### config.mk
export PLATFORM = sky130hd
export DESIGN_NAME = led_seq_ctrl
export DESIGN_NICKNAME = d
export VERILOG_FILES = /design/src/rtl/led_seq_pkg.sv /design/src/rtl/led_tick_prescaler.sv /design/src/rtl/led_seq_ctrl.sv
export SDC_FILE = /design/constraint.sdc
export NUM_CORES = 1
export LEC_CHECK = 0
export ABC_AREA = 1
export BUFFER_PORTS_ARGS = -buffer_cell sky130_fd_sc_hd__buf_4
export CAP_MARGIN = 15
export CORE_MARGIN = 10
export CORE_UTILIZATION = 40
export DETAILED_ROUTE_END_ITERATION = 8
export HOLD_SLACK_MARGIN = 0.12
export PLACE_DENSITY = 0.54
export RECOVER_POWER = 100
export SLEW_MARGIN = 40
export SYNTH_ARGS = -nofsm -noshare
export SYNTH_HDL_FRONTEND = slang
export SYNTH_SLANG_ARGS = --single-unit
### constraint.sdc
create_clock -name clock -period 1.8 [get_ports clock]
set_input_delay 0.18 -clock clock [delete_from_list [all_inputs] [get_ports clock]]
set_output_delay 0.18 -clock clock [all_outputs]
set_load 0.01 [all_outputs]
### src/rtl/led_seq_pkg.sv
// rtl/led_seq_pkg.sv - mode/phase encodings and mode sequencing for the LED sequencing controller
package led_seq_pkg;

    localparam logic [1:0] MODE_SHL   = 2'd0;
    localparam logic [1:0] MODE_SHR   = 2'd1;
    localparam logic [1:0] MODE_FLASH = 2'd2;

    typedef enum logic {
        PH_RUN  = 1'b0,
        PH_SYNC = 1'b1
    } phase_t;

    // Encoding 3 is not a legal mode; it recovers to SHL.
    function automatic logic [1:0] next_mode(input logic [1:0] mode);
        case (mode)
            MODE_SHL:   next_mode = MODE_SHR;
            MODE_SHR:   next_mode = MODE_FLASH;
            MODE_FLASH: next_mode = MODE_SHL;
            default:    next_mode = MODE_SHL;
        endcase
    endfunction

endpackage

### src/rtl/led_tick_prescaler.sv
// rtl/led_tick_prescaler.sv - programmable time base; tick is high in the cycle the counter wraps
module led_tick_prescaler #(
    parameter int NB_CNT   = 32,
    parameter int LIM_BASE = 2**24
) (
    input  logic       clock,
    input  logic       i_reset,
    input  logic       run,
    input  logic       clear,
    input  logic [1:0] speed,
    output logic       tick
);

    logic [NB_CNT-1:0] cnt;
    logic [NB_CNT-1:0] lim_m1;

    assign lim_m1 = (NB_CNT'(LIM_BASE) << speed) - NB_CNT'(1);

    // >= rather than == so that lowering the speed mid-count wraps at once.
    assign tick = run && (cnt >= lim_m1);

    always_ff @(posedge clock) begin
        if (i_reset || clear) begin
            cnt <= '0;
        end else if (tick) begin
            cnt <= '0;
        end else if (run) begin
            cnt <= cnt + NB_CNT'(1);
        end
    end

endmodule

### src/rtl/led_seq_ctrl.sv
// rtl/led_seq_ctrl.sv - LED sequencing controller: mode FSM, button edge, tick routing, engine restart
// Optional auto mode cycling when LED_SEQ_AUTO_EN is defined.
module led_seq_ctrl
    import led_seq_pkg::*;
#(
    parameter int NB_CNT     = 32,
    parameter int LIM_BASE   = 2**24,
    parameter int AUTO_TICKS = 16
) (
    input  logic       clock,
    input  logic       i_reset,
    input  logic       i_enable,
    input  logic [1:0] i_speed,
    input  logic       i_mode_btn,
    input  logic       i_engine_valid,
    output logic       o_tick_shift,
    output logic       o_dir,
    output logic       o_tick_flash,
    output logic [1:0] o_mode,
    output logic       o_restart
);

    phase_t     phase, phase_nxt;
    logic [1:0] mode_nxt;
    logic       btn_d;
    logic       btn_rise;
    logic       wrap;
    logic       advance;
    logic       auto_adv;
    logic       restart_nxt;
    logic       tick_shift_nxt;
    logic       tick_flash_nxt;
    logic       dir_nxt;

    assign btn_rise = i_mode_btn && !btn_d;

    led_tick_prescaler #(
        .NB_CNT   (NB_CNT),
        .LIM_BASE (LIM_BASE)
    ) u_prescaler (
        .clock   (clock),
        .i_reset (i_reset),
        .run     (i_enable && (phase == PH_RUN)),
        .clear   (advance || (phase == PH_SYNC)),
        .speed   (i_speed),
        .tick    (wrap)
    );

`ifdef LED_SEQ_AUTO_EN
    localparam int NB_TC = $clog2(AUTO_TICKS + 1);

    logic [NB_TC-1:0] tick_cnt;

    // Fires in the cycle the last tick strobe is visible, so the mode moves one cycle later.
    assign auto_adv = (phase == PH_RUN) && (tick_cnt == NB_TC'(AUTO_TICKS));

    always_ff @(posedge clock) begin
        if (i_reset || restart_nxt) begin
            tick_cnt <= '0;
        end else if (wrap) begin
            tick_cnt <= tick_cnt + NB_TC'(1);
        end
    end
`else
    assign auto_adv = 1'b0;
`endif

    always_comb begin
        phase_nxt      = phase;
        mode_nxt       = (o_mode == 2'd3) ? MODE_SHL : o_mode;
        advance        = 1'b0;
        restart_nxt    = 1'b0;
        tick_shift_nxt = 1'b0;
        tick_flash_nxt = 1'b0;
        case (phase)
            PH_RUN: begin
                // A mode change takes priority over a coincident wrap; that tick is lost.
                if (btn_rise || auto_adv) begin
                    advance     = 1'b1;
                    mode_nxt    = next_mode(o_mode);
                    restart_nxt = 1'b1;
                    phase_nxt   = PH_SYNC;
                end else if (wrap) begin
                    tick_shift_nxt = (o_mode == MODE_SHL) || (o_mode == MODE_SHR);
                    tick_flash_nxt = (o_mode == MODE_FLASH);
                end
            end
            PH_SYNC: begin
                // Engine ready is only trusted from the cycle after the restart pulse.
                if (i_engine_valid && !o_restart) begin
                    phase_nxt = PH_RUN;
                end
            end
            default: phase_nxt = PH_RUN;
        endcase
        dir_nxt = (mode_nxt == MODE_SHR);
    end

    always_ff @(posedge clock) begin
        if (i_reset) begin
            phase        <= PH_RUN;
            btn_d        <= 1'b0;
            o_mode       <= MODE_SHL;
            o_dir        <= 1'b0;
            o_restart    <= 1'b0;
            o_tick_shift <= 1'b0;
            o_tick_flash <= 1'b0;
        end else begin
            phase        <= phase_nxt;
            btn_d        <= i_mode_btn;
            o_mode       <= mode_nxt;
            o_dir        <= dir_nxt;
            o_restart    <= restart_nxt;
            o_tick_shift <= tick_shift_nxt;
            o_tick_flash <= tick_flash_nxt;
        end
    end

endmodule

# Word-level counts from Yosys, hierarchy flattened
# Index checks and enable logic that the tools add are counted.
[classes] addsub=2 multipliers=0 div=0 order_cmp=1 eq_ne=4 n_shift=1 mux=8 bitwise_logic=2 n_reduce_logical=12
[ops] cell="$add 32x1->32 const B" count=1
[ops] cell="$ge 32x32->1" count=1
[ops] cell="$shl 25x2->32 const A" count=1
[ops] cell="$sub 32x2->32 const B" count=1
[ops] cell="$mux 2" count=3
[ops] cell="$eq 2x1->1 const B" count=2
[ops] cell="$eq 2x2->1 const B" count=2
[ops] cell="$logic_and 1x1->1" count=4
[ops] cell="$pmux 2 s2" count=1
[ops] cell="$reduce_or 4->1" count=1
[ops] cell="$logic_or 1x1->1" count=3
[ops] cell="$mux 1" count=3
[ops] cell="$logic_not 1->1" count=2
[ops] cell="$logic_not 2->1" count=1
[ops] cell="$not 1->1" count=2
[ops] cell="$pmux 1 s2" count=1
[ops] cell="$reduce_or 2->1" count=1
[word_totals] register_bits=40 latchBits=0 ram_bits=0 mem_bits_ro=0 wordCells=38 mem_count=0

# Depth between registers and ports, before layout
[logic_depth] depth_word=7 depth_mapped=10

# Modules after synthesis
# A second synthesis with hierarchy kept.
[unflattened] hier_cells=322 hier_area_um2=2147.1
[modules_own_cells] mod="led_tick_prescaler" instances=1 cells_per_inst=279 area_each_um2=1834.3
[modules_own_cells] mod="led_seq_ctrl" instances=1 cells_per_inst=43 area_each_um2=312.8

# Worst setup path before layout
# OpenSTA, ideal clock, no wires.
[synth_path] path_type="register to register" startpoint="register u_prescaler.cnt[0]" endpoint="register u_prescaler.cnt[14]" setup_ns=0.115 t_arrival_ns=1.346 required_time_ns=1.685 path_slack_ns=0.340 stages_incl_launch_ff=10 n_path_buf=1 synth_period_minus_slack_ns=1.460 path_cell_list="dfxtp_1 -> ha_1 -> nand3_1 -> inv_1 -> nand2_1 -> nor2_4 -> nand3_2 -> nand3_2 -> buf_6 -> nor2_1"
[synth_via] elab_chain_len=3 elab_cells_between_ends=4
[synth_rtl] element="from (decl)" line="led_tick_prescaler.sv:14" text="logic [NB_CNT-1:0] cnt;"
[synth_rtl] element="from (signal assigned)" line="led_tick_prescaler.sv:28" text="cnt <= cnt + NB_CNT'(1);"
[synth_rtl] element="$ge 32x32->1" line="led_tick_prescaler.sv:20" text="assign tick = run && (cnt >= lim_m1);"
[synth_rtl] element="$logic_and 1x1->1" line="led_tick_prescaler.sv:20"
[synth_rtl] element="$reduce_or 2->1 (no source line)"
# Parallel ways exist; a longest one is shown, timed or not.
# A chain may end at the register's enable or synchronous reset.

# Final worst setup path
[layout_path] startpoint="input port i_mode_btn" endpoint="register phase"
[layout_via] elab_chain_len=3
[layout_rtl] element="from (decl)" line="led_seq_ctrl.sv:14" text="input logic i_mode_btn,"
[layout_rtl] element="$logic_and 1x1->1" line="led_seq_ctrl.sv:35" text="assign btn_rise = i_mode_btn && !btn_d;"
[layout_rtl] element="$mux 1" line="led_seq_ctrl.sv:78" text="if (btn_rise || auto_adv) begin"
[layout_rtl] element="$pmux 1 s2" line="led_seq_ctrl.sv:75" text="case (phase)"
[layout_rtl] element="to (signal assigned)" line="led_seq_ctrl.sv:109" text="phase <= phase_nxt;"
[layout_rtl] element="to (decl)" line="led_seq_ctrl.sv:23" text="phase_t phase, phase_nxt;"
# No other way between the ends.

==> summary.md <==
| Metric | Value |
|---|---|
| Worst setup EP type | flip-flop |
| CTS max path bufs | 2 |
| Fillcell total | 558 |
| Peak VDD IR | 0.365 mV |
| Global-route wire length before repair | 7970 µm |
| Finish-stage setup viols | 0 |
| Root buf cell | clkbuf_8 |
| Cell taking the most area after synthesis | dfxtp_1 |
| Initial antenna violation count | 0 |
| DRT iter0 DRCs | 86 |
| Part of the power in combinational logic | 0.063 |
| GP Congestion | 0.795 |
| ANT cells | 0 |
| Grt total ovfl | 0 |
| Maximum fanout along the worst path | 2 |
| FF-to-FF Start | u_prescaler.cnt[27] |
| Final Cycle Share | 0.909 |
| Setup TNS | 0 ns |
| Critical path data arrival time | 1.87 ns |
| CTS resizes | 0 |
| Static Leak | 0.000923 µW |
| Worst R2R Path Depth | 8 |
| Final nets | 338 |
| Clock power share | 0.383 |
| Worst Path Buf+Inv | 5 |
| Drt drc | 0 |
| Syn Std Cell Area | 2120 µm² |
| Post-synthesis sequential area ratio | 0.378 |
| WHS Endpoint | u_prescaler.cnt[1] |
| CP max-delay cell | dlygate4sd3_1 |
| Kind of critical path | in2reg |
| Crit-path cells | dlygate4sd3_1, clkbuf_4, inv_1, nor2_1, inv_1, a221oi_1, dlygate4sd3_1 |
| DR vias | 1825 |
| Fin util | 0.472 |
| Routed len/inst | 11.2 µm |
| Post-Layout Cell Count | 397 |
| CORE AREA | 5110 µm² |
| GRT Util Overall | 0.113 |
| Syn-to-layout area delta | 13.8% |
| Die W | 92.8 µm |
| Clk_skew | 0.0102 ns |
| Number of distinct library cells after synthesis | 24 |
| TritonCTS clock tree | built |
| Reg power frac | 0.554 |
| Slowest stage delay, CP | 0.58 ns |
| Mean Syn Cell Area | 7.01 µm² |
| Post-DP HPWL | 3410 µm |
| Initial Utilization | 0.415 |
| Die area | 8610 µm² |
| Syn_nets | 314 |
| Hold Path Class | in2reg |
| CP Data Required Time | 2.04 ns |
| DRT Pass-1 Iters | 4 |
| FF+latch area | 801 µm² |
| DP Cell Count | 385 |
| Multi-input logic area | 1140 µm² |
| Drt total wl | 4430 µm |
| CTS Sinks | 40 |
| Post-DRT Antenna Nets | 0 |
| CP Launch Type | input pin |
| Reg-to-reg endpoint | u_prescaler.cnt[31] |
| Internal power | 1240 µW |
| Layout cells sized above 1 | 0.131 |
| Final max-slew violation count | 0 |
| H-Tree Depth | 2 |
| Synth area leaders | dfxtp_1, nand2_1, nor2_1, inv_1, xor2_1 |
| Num CTS Buffers | 5 |
| Cell Rows | 26 |
| Fin crit period | 1.64 ns |
| Clk slew on worst S/H paths | 0.08 ns |
| Status | finished clean |
| Number of global-route vias before repair | 1799 |
| Hold slack final | 0.247 ns |
| Hold Path Depth | 4 |
| Power per Cell Area | 676 nW/µm² |
| Largest net degree at the start of global routing | 33 |
| Fmax achieved | 0.611 GHz |
| Net Switching | 386 µW |
| Synth Register Bits | 40 |
| Max-cap viol count | 0 |
| Post-Synthesis Cells | 302 |
| Min-delay src | i_enable |
| Top Ports | 13 |
| IO buf count | 12 |
| Final Hold Viols | 0 |
| Worst reg-to-reg setup slack | 0.22 ns |
| Vias/cell | 4.60 |
| WP depth | 7 |
| YS warnings | 0 |
| Worst skew pair latency | 0.30 ns |
| Top cell type's share of synthesized area | 0.378 |
| RSZ-0062 raised after global routing | false |
| Die Ht | 92.8 µm |
| Top delay family on crit path | buffers and inverters |
| Switching Fraction | 0.237 |
state kept, by name (all words and copies together) (netlist names):
signal           cells
u_prescaler.cnt     32
o_mode               2
btn_d                1
o_dir                1
o_restart            1
o_tick_flash         1
o_tick_shift         1
phase                1
cells in the mapped netlist:
| library cell | number |
|---|---|
| a21o_1 | 1 |
| nor2_4 | 6 |
| nor2_2 | 6 |
| nor2_1 | 52 |
| inv_2 | 2 |
| inv_1 | 35 |
| nor3_1 | 7 |
| conb_1 | 1 |
| o32ai_1 | 1 |
| o21bai_1 | 1 |
| nand2_2 | 3 |
| buf_6 | 3 |
| dfxtp_1 | 40 |
| nand3_2 | 5 |
| or2_2 | 4 |
| nand3_1 | 20 |
| xnor2_1 | 2 |
| nand2_1 | 75 |
| a221oi_1 | 1 |
| a21oi_1 | 10 |
| or2_0 | 2 |
| ha_1 | 5 |
| nand4_1 | 8 |
| xor2_1 | 12 |
layout make-up:
type                    instances  area share
multi-input cells             222       0.475
well taps                      70      0.0363
inverters                      37      0.0576
flip-flops and latches         40       0.332
clock inverters                 2     0.00415
repair buffers                 20      0.0607
clock buffers                   6      0.0343
layer usage:
layer / vias to the layer above / routed length [µm] / share of wire / GRT usage
met4: 0 / 57 / 0.013 / 0.0424
met3: 7 / 174 / 0.039 / 0.0282
met1: 802 / 2260 / 0.51 / 0.143
met5: - / 0 / 0 / 0
met2: 24 / 1950 / 0.44 / 0.179
li1: 992 / - / - / -
placed cells by master, fill, tap and decap left out, types with 3 or more instances in the layout:
cell           count
dfxtp_1           40
ha_1               5
dlygate4sd3_1      4
inv_1             35
a21oi_1           10
clkbuf_8           6
nand4_1            8
or2_2              4
buf_4              7
xor2_1            12
nor2_1            52
nand3_2            5
nand3_1           20
clkbuf_1           7
nand2_1           75
nand2_2            3
nor3_1             7
nor2_4             6
nor2_2             6
kinds of logic after synthesis:
family	count (synthesis)	share of synthesized area
AND/OR/NAND/NOR	188	0.412
buffers and inverters	40	0.0815
flip-flops	40	0.378
AO/OA/AOI/OAI	14	0.0390
XOR/XNOR	14	0.0579
adder cells (fa/ha/maj)	5	0.0295
other	1	0.00177
worst max path at each step:
stage / from / slack (ns) / endpoint
6_report: i_mode_btn / 0.16 / phase
3_5_place_dp: u_prescaler.cnt[1] / 0.22 / u_prescaler.cnt[14]
4_1_cts: u_prescaler.cnt[1] / 0.20 / u_prescaler.cnt[27]
5_1_grt: u_prescaler.cnt[1] / 0.05 / u_prescaler.cnt[28]
2_1_floorplan: u_prescaler.cnt[0] / 0.34 / u_prescaler.cnt[14]
3_3_place_gp: u_prescaler.cnt[1] / 0.20 / u_prescaler.cnt[28]
per-stage QoR:
step                      total power [µW]  worst slack, ns  instance area, µm²
final                                 1630            0.164                2410
after detailed placement              1030            0.219                2300
after global routing                  1710           0.0458                2410
after global placement                1030            0.204                2300
after floorplan                        989            0.340                2120
after CTS                             1660            0.199                2440
worst register-to-register path, delay by kind of cell (launching register included):
kind	cells	cell delay, ns
DFF	1	0.40
buffers and inverters	1	0.18
and+or+nand+nor	4	0.34
AOI/OAI and AO/OA	2	0.32
adders and majority gates	1	0.28
repair_timing:
item                      CTS  global route
setup buffers               0             0
hold buffers                4             0
hold endpoints to repair    3             0
power by group through the flow:
stage	clock network (µW)	logic, µW	registers [µW]
2_1_floorplan	0	61.5	928
3_3_place_gp	0	102	925
3_5_place_dp	0	102	925
4_1_cts	650	110	904
5_1_grt	688	115	906
6_report	624	102	903
Note: power is estimated with default switching activity, not from simulation.
